`src/rtl/cdm_pkg.sv`:
```
// cdm_pkg: shared state encoding and datapath widths for the time-multiplexed multiplier scheduler.
package cdm_pkg;
    typedef enum logic [1:0] {IDLE, LO, HI, RSP} state_t;
    localparam int OP_W  = 8;
    localparam int NIB_W = 4;
    localparam int PP_W  = 12;
    localparam int RES_W = 16;
endpackage

```
`src/rtl/cdm_mul_sched_if.sv`:
```
// cdm_mul_sched_if: request/response bundle between the compute lanes (master) and the scheduler (slave).
interface cdm_mul_sched_if #(parameter int NUM_REQ = 2);
    import cdm_pkg::*;
    localparam int ID_W = $clog2(NUM_REQ);
    logic [NUM_REQ-1:0]      req_valid;
    logic [NUM_REQ-1:0]      req_ready;
    logic [OP_W*NUM_REQ-1:0] req_a;
    logic [OP_W*NUM_REQ-1:0] req_b;
    logic                    rsp_valid;
    logic                    rsp_ready;
    logic [RES_W-1:0]        rsp_r;
    logic [ID_W-1:0]         rsp_id;
    logic                    busy;
    modport master(output req_valid, req_a, req_b, rsp_ready,
                   input req_ready, rsp_valid, rsp_r, rsp_id, busy);
    modport slave(input req_valid, req_a, req_b, rsp_ready,
                  output req_ready, rsp_valid, rsp_r, rsp_id, busy);
endinterface

```
`src/rtl/cda.sv`:
```
// cda: 8x4 partial multiplier; carry-disregard (XOR-combined rows) unless CDM_SEQ_EXACT_EN selects an exact product.
module cda
    import cdm_pkg::*;
(
    input  logic [OP_W-1:0]  a,
    input  logic [NIB_W-1:0] b,
    output logic [PP_W-1:0]  r
);
`ifdef CDM_SEQ_EXACT_EN
    assign r = PP_W'(a) * PP_W'(b);
`else
    always_comb begin
        r = '0;
        for (int j = 0; j < NIB_W; j++) r = r ^ ((PP_W'(a) << j) & {PP_W{b[j]}});
    end
`endif
endmodule

```
`src/rtl/cdm_rr_arb.sv`:
```
// cdm_rr_arb: round-robin pick of the first valid requester after the last grant.
module cdm_rr_arb #(
    parameter int NUM_REQ = 2,
    localparam int ID_W = $clog2(NUM_REQ)
) (
    input  logic [NUM_REQ-1:0] valid,
    input  logic [ID_W-1:0]    last,
    output logic [NUM_REQ-1:0] grant,
    output logic [ID_W-1:0]    idx,
    output logic               any
);
    always_comb begin
        idx = '0;
        any = 1'b0;
        // Scan farthest-first so the requester right after last wins on overwrite.
        for (int k = NUM_REQ; k >= 1; k--) begin
            if (valid[(int'(last) + k) % NUM_REQ]) begin
                idx = ID_W'((int'(last) + k) % NUM_REQ);
                any = 1'b1;
            end
        end
        grant = any ? (NUM_REQ'(1) << idx) : '0;
    end
endmodule

```
`src/rtl/cdm_mul_sched.sv`:
```
// cdm_mul_sched: round-robin scheduler sharing one 8x4 cda slice over two passes per 8x8 op.
// Build option CDM_SEQ_EXACT_EN (in cda) swaps the approximate slice for an exact one.
module cdm_mul_sched
    import cdm_pkg::*;
#(
    parameter int NUM_REQ = 2
) (
    input logic             clk,
    input logic             rst_n,
    cdm_mul_sched_if.slave  bus
);
    localparam int ID_W = $clog2(NUM_REQ);
    state_t             state, next;
    logic [OP_W-1:0]    a_q, b_q, cda_a;
    logic [NIB_W-1:0]   cda_b;
    logic [PP_W-1:0]    lo_q, cda_r;
    logic [ID_W-1:0]    id_q, last_q, g_idx;
    logic [NUM_REQ-1:0] g_oh;
    logic               g_any;

    cdm_rr_arb #(.NUM_REQ(NUM_REQ)) u_arb (
        .valid(bus.req_valid), .last(last_q), .grant(g_oh), .idx(g_idx), .any(g_any)
    );

    cda u_cda (.a(cda_a), .b(cda_b), .r(cda_r));

    always_comb begin
        next = state;
        case (state)
            IDLE:    next = g_any ? LO : IDLE;
            LO:      next = HI;
            HI:      next = RSP;
            RSP:     next = bus.rsp_ready ? IDLE : RSP;
            default: next = IDLE;
        endcase
    end

    // Slice inputs parked at zero outside the two compute passes to cut toggling.
    assign cda_a         = (state == LO || state == HI) ? a_q : '0;
    assign cda_b         = (state == LO) ? b_q[NIB_W-1:0] : (state == HI) ? b_q[OP_W-1:NIB_W] : '0;
    assign bus.req_ready = (state == IDLE && rst_n) ? g_oh : '0;
    assign bus.busy      = state != IDLE;

    always_ff @(posedge clk or negedge rst_n) begin
        if (!rst_n) state <= IDLE;
        else        state <= next;
    end

    always_ff @(posedge clk or negedge rst_n) begin
        if (!rst_n) begin
            a_q           <= '0;
            b_q           <= '0;
            id_q          <= '0;
            last_q        <= ID_W'(NUM_REQ - 1);
            lo_q          <= '0;
            bus.rsp_r     <= '0;
            bus.rsp_id    <= '0;
            bus.rsp_valid <= 1'b0;
        end else begin
            if (state == IDLE && g_any) begin
                a_q    <= bus.req_a[g_idx*OP_W +: OP_W];
                b_q    <= bus.req_b[g_idx*OP_W +: OP_W];
                id_q   <= g_idx;
                last_q <= g_idx;
            end
            if (state == LO) lo_q <= cda_r;
            if (state == HI) begin
                bus.rsp_r     <= {cda_r, {NIB_W{1'b0}}} + {{NIB_W{1'b0}}, lo_q};
                bus.rsp_id    <= id_q;
                bus.rsp_valid <= 1'b1;
            end
            if (state == RSP && bus.rsp_ready) bus.rsp_valid <= 1'b0;
        end
    end
endmodule
```
`src/flat_wrapper.sv`:
```
// flat-port wrapper written by rule: the top's interface ports become plain ports
module cdm_mul_sched_flat import cdm_pkg::*;
#(
    parameter int NUM_REQ = 2
)
  (clk, rst_n, bus_req_valid, bus_req_a, bus_req_b, bus_rsp_ready, bus_req_ready, bus_rsp_valid, bus_rsp_r, bus_rsp_id, bus_busy);
  cdm_mul_sched_if #(.NUM_REQ(NUM_REQ)) bus_i ();
  input logic clk;
  input logic rst_n;
  input wire logic [$bits(bus_i.req_valid)-1:0] bus_req_valid;
  input wire logic [$bits(bus_i.req_a)-1:0] bus_req_a;
  input wire logic [$bits(bus_i.req_b)-1:0] bus_req_b;
  input wire logic [$bits(bus_i.rsp_ready)-1:0] bus_rsp_ready;
  output wire logic [$bits(bus_i.req_ready)-1:0] bus_req_ready;
  output wire logic [$bits(bus_i.rsp_valid)-1:0] bus_rsp_valid;
  output wire logic [$bits(bus_i.rsp_r)-1:0] bus_rsp_r;
  output wire logic [$bits(bus_i.rsp_id)-1:0] bus_rsp_id;
  output wire logic [$bits(bus_i.busy)-1:0] bus_busy;
  assign bus_i.req_valid = bus_req_valid;
  assign bus_i.req_a = bus_req_a;
  assign bus_i.req_b = bus_req_b;
  assign bus_i.rsp_ready = bus_rsp_ready;
  assign bus_req_ready = bus_i.req_ready;
  assign bus_rsp_valid = bus_i.rsp_valid;
  assign bus_rsp_r = bus_i.rsp_r;
  assign bus_rsp_id = bus_i.rsp_id;
  assign bus_busy = bus_i.busy;
  cdm_mul_sched #(.NUM_REQ(NUM_REQ)) u_core (.clk(clk), .rst_n(rst_n), .bus(bus_i));
endmodule
```
`config.mk`:
```
export PLATFORM = sky130hd
export DESIGN_NAME = cdm_mul_sched_flat
export DESIGN_NICKNAME = d
export VERILOG_FILES = /design/src/rtl/cdm_pkg.sv /design/src/rtl/cdm_mul_sched_if.sv /design/src/rtl/cda.sv /design/src/rtl/cdm_rr_arb.sv /design/src/rtl/cdm_mul_sched.sv /design/src/flat_wrapper.sv
export SDC_FILE = /design/constraint.sdc
export NUM_CORES = 1
export LEC_CHECK = 0
export ABC_AREA = 1
export BUFFER_PORTS_ARGS = -buffer_cell sky130_fd_sc_hd__buf_4
export CORE_MARGIN = 2
export CORE_UTILIZATION = 60
export DETAILED_ROUTE_END_ITERATION = 10
export GPL_TIMING_DRIVEN = 0
export PLACE_DENSITY = 0.94
export SLEW_MARGIN = 20
export SYNTH_ARGS = -nofsm -noshare
export SYNTH_HDL_FRONTEND = slang
export SYNTH_SLANG_ARGS = --single-unit
```
`constraint.sdc`:
```
create_clock -name clk -period 7.8 [get_ports clk]
set_input_delay 1.17 -clock clk [delete_from_list [all_inputs] [get_ports clk]]
set_output_delay 1.17 -clock clk [all_outputs]
set_load 0.01 [all_outputs]
```
==> results.cfg <==
[status]
run_status = finished, final reports clean

[route]
antenna_left = 0
drt_first_iter_violations = 123
drc = 0
dr.pass1.iters = 4
routed_wirelength_mm = 6.275
viasPerCell = 5.026
vias = 2689
detail_route.wl_per_cell_um = 11.73

[clocking]
cts_hold_buffers = 0
clk_root_buffer_cell = clkbuf_8
setup_buffers_after_cts = 0
clock_latency_ns = 0.32
h-tree-depth = 2
cts.repair.resized = 0
clock-sinks = 49
clock_tree_buffer_depth = 2
clock_tree_from_tritoncts = built
cts_made_buffers = 5
clkTransAtPathRegs_ns = 0.10

[final_layout]
num-nets-final = 517
post_route_cells_drive_above_1_share_pct = 19.87
fill_cells = 392
multi_input_combinational_cell_area_um2 = 1584
synthToLayoutAreaGrowth_pct = 20.63
register_area_um2 = 1227
num_antenna_cells = 0

[synthesis]
synth.ff_latch_count = 49
synthesis.instances = 403
syn_area_um2 = 3038
sequential_element_share_of_the_synthesized_area_pct = 40.40
synth_area_per_cell_um2 = 7.538
ys_warn_count = 0
synth_nets = 453
synth.distinct_cells = 33

[sta]
final.period_utilization_pct = 46.22
setup-tns-final_ns = 0
finalHoldViolCount = 0
clock_skew_ns = 0.01042
rsz0062_at_grt = false
worst-slew-pin-transition_ns = 0.5931
fmax_ghz = 0.2774
finalSetupViolations = 0
timing.hold.ws_ns = 0.4799
period_minus_slack_ns = 3.605
report.final.slew_viol_count = 0
max_slew_margin_pct = 60.46

[floorplanning]
floorplan.initialDensity_pct = 63.06
die_y_extent_um = 75.16
boundaryPins = 58
rows = 25
design.core.area_um2 = 4817
die-area_um2 = 5648
dieWidth_um = 75.16

[pwr]
sequentialPowerShare_pct = 24.4
p_leak_nw = 1.941
irDropWorstVdd_mv = 0.2198
power.internal_w = 0.0008944
p_comb_share_pct = 65.1
clockPowerShare_pct = 10.6
pwr_density_cell_nw_per_um2 = 482.1
power.switching_fraction_pct = 49.38
p_switching_w = 0.0008725

[global_routing]
grt_pass1_vias = 2596
grt_first_pass_wirelength_mm = 10.85
grt_max_degree = 51
gr-usage-met1_pct = 28.11
gr-usage-met2_pct = 45.91
grt_util_all_layers_pct = 24.81
grt_overflow_total = 0
grt_util_met3_pct = 5.221
top_usage_layer = met2
grt_antenna_before_repair = 0

[setup_path]
timing.critical_path.max_delay_family = buffers and inverters
worstSetupPathType = input port to output port
reg2reg_setup_slack_ns = 4.63
crit_arrival_ns = 2.44
timing.critical_path.from_type = input port
cp-end-kind = output port
cp_cell_sequence = buf_4 > nand2_1 > nand2_1 > clkinv_1 > clkbuf_1 > nor3_1 > buf_4
critical_path.n_buffers_inverters = 4
worst_path_largest_cell_delay_ns = 0.28
worstSetupPathDepth = 7
timing.reg2reg.worst_path_depth = 21
worst_path_max_delay_cell = clkbuf_1
worst-path-max-fanout = 10
worstPathRequired_ns = 6.63

[run]
cap_violations = 0

[worst_hold_path]
worst_hold_path_type = flip-flop to flip-flop
worst_hold_path_depth = 2

[placement]
dp.final_hpwl_mm = 5.019
routabilityCongestion = 0.8750
port_buffers = 57
[flip-flops by register name (all words and copies together) (netlist names)]
register / flops
u_core.bus.rsp_r: 16
u_core.lo_q: 11
u_core.a_q: 8
u_core.b_q: 8
u_core.state: 2
u_core.bus.rsp_id: 1
u_core.bus.rsp_valid: 1
u_core.id_q: 1
u_core.last_q: 1
[power groups by stage]
| stage | clock network, W | registers [W] | logic [W] |
|---|---|---|---|
| detailed placement | 0 | 0.000435 | 0.00114 |
| CTS | 0.000189 | 0.000431 | 0.00115 |
| global placement | 0 | 0.000430 | 0.00110 |
| finish | 0.000187 | 0.000430 | 0.00115 |
| floorplan | 0 | 0.000439 | 0.000857 |
| global route | 0.000199 | 0.000444 | 0.00131 |
[Yosys cell counts (all sizes together)]
master | count | area, µm²
o21ai | 20 | 100.1
nor3 | 1 | 5.000
dfstp | 1 | 26.28
clkbuf | 7 | 26.28
nand2 | 151 | 631.8
nand3 | 18 | 100.1
mux2i | 1 | 10.01
nand4 | 5 | 31.28
xnor2 | 10 | 95.10
a21oi | 9 | 45.04
xor2 | 10 | 87.58
a31oi | 16 | 100.1
buf | 6 | 47.54
nor2 | 44 | 185.2
clkinv | 1 | 3.750
dfrtp | 48 | 1201
o21bai | 2 | 15.01
o211ai | 1 | 7.510
ha | 12 | 150.1
inv | 39 | 148.9
fa | 1 | 20.02
[path summary, 6_finish.rpt]
kind / from / endpoint
min: u_core.bus.rsp_r[1] / u_core.bus.rsp_r[1]
min in group asynchronous: rst_n / u_core.bus.rsp_r[1]
max reg2reg: u_core.state[1] / u_core.bus.rsp_r[14]
min reg2reg: u_core.bus.rsp_r[1] / u_core.bus.rsp_r[1]
max: bus_req_valid[0] / bus_req_ready[0]
max in group asynchronous: rst_n / u_core.a_q[0]
[tightest hold or removal path: stages, from the launching register on]
cell	delay, ns
dfrtp_1	0.36
nand2_1	0.05
nand2_1	0.04
[metal layers]
| layer | part of all wire [%] | up-vias |
|---|---|---|
| met2 | 52 | 84 |
| met1 | 41 | 1192 |
| met4 | 1.7 | 0 |
| li1 | - | 1400 |
| met5 | 0 | - |
| met3 | 5.2 | 13 |
[kinds of logic (layout without fill, tap and decap cells)]
logic type / Yosys count / count (layout) / share of synthesized area, %
buf+inv: 53 / 118 / 7.455
xor+xnor: 20 / 20 / 6.013
flops: 49 / 49 / 40.40
compound gates: 48 / 48 / 8.814
simple gates: 219 / 219 / 31.38
fa+ha+maj: 13 / 13 / 5.601
mux: 1 / 1 / 0.3295
[metrics by stage]
stage	instances	total power, W	utilization (%)	area, µm²	setup slack (ns)
6_report	535	0.001767	76.08	3665	4.195
5_1_grt	535	0.001951	76.08	3665	4.078
4_1_cts	535	0.001771	76.08	3665	4.186
3_5_place_dp	527	0.001579	73.69	3550	4.195
3_3_place_gp	527	0.001528	73.69	3550	4.211
2_1_floorplan	403	0.001296	-	3038	4.456
[area by class of cell]
class                      instances  area share [%]
inverter                          40           4.165
clock inverter                     3           1.263
buffer                            13           2.014
timing repair buffer              57           11.68
multi-input combinational        301           43.22
clock buffer                       5           1.878
tap                               67           2.287
sequential                        49           33.49
[cell usage in the layout (no fill, tap or decap), types with 2 or more instances in the layout]
cell type,n
clkbuf_8,5
nand2_8,2
nand4_1,5
nand2_1,140
clkbuf_1,7
nand3_2,2
buf_4,59
nand3_1,16
a31oi_1,16
nand2_4,2
inv_2,2
o21ai_1,5
inv_1,36
xnor2_1,9
nor2_2,2
o21bai_1,2
nor2_1,40
ha_1,12
o21ai_0,15
nor2_4,2
nand2_2,7
buf_2,2
a21oi_1,9
buf_6,2
dfrtp_1,48
xor2_1,10
Note: power is estimated with default switching activity, not from simulation.
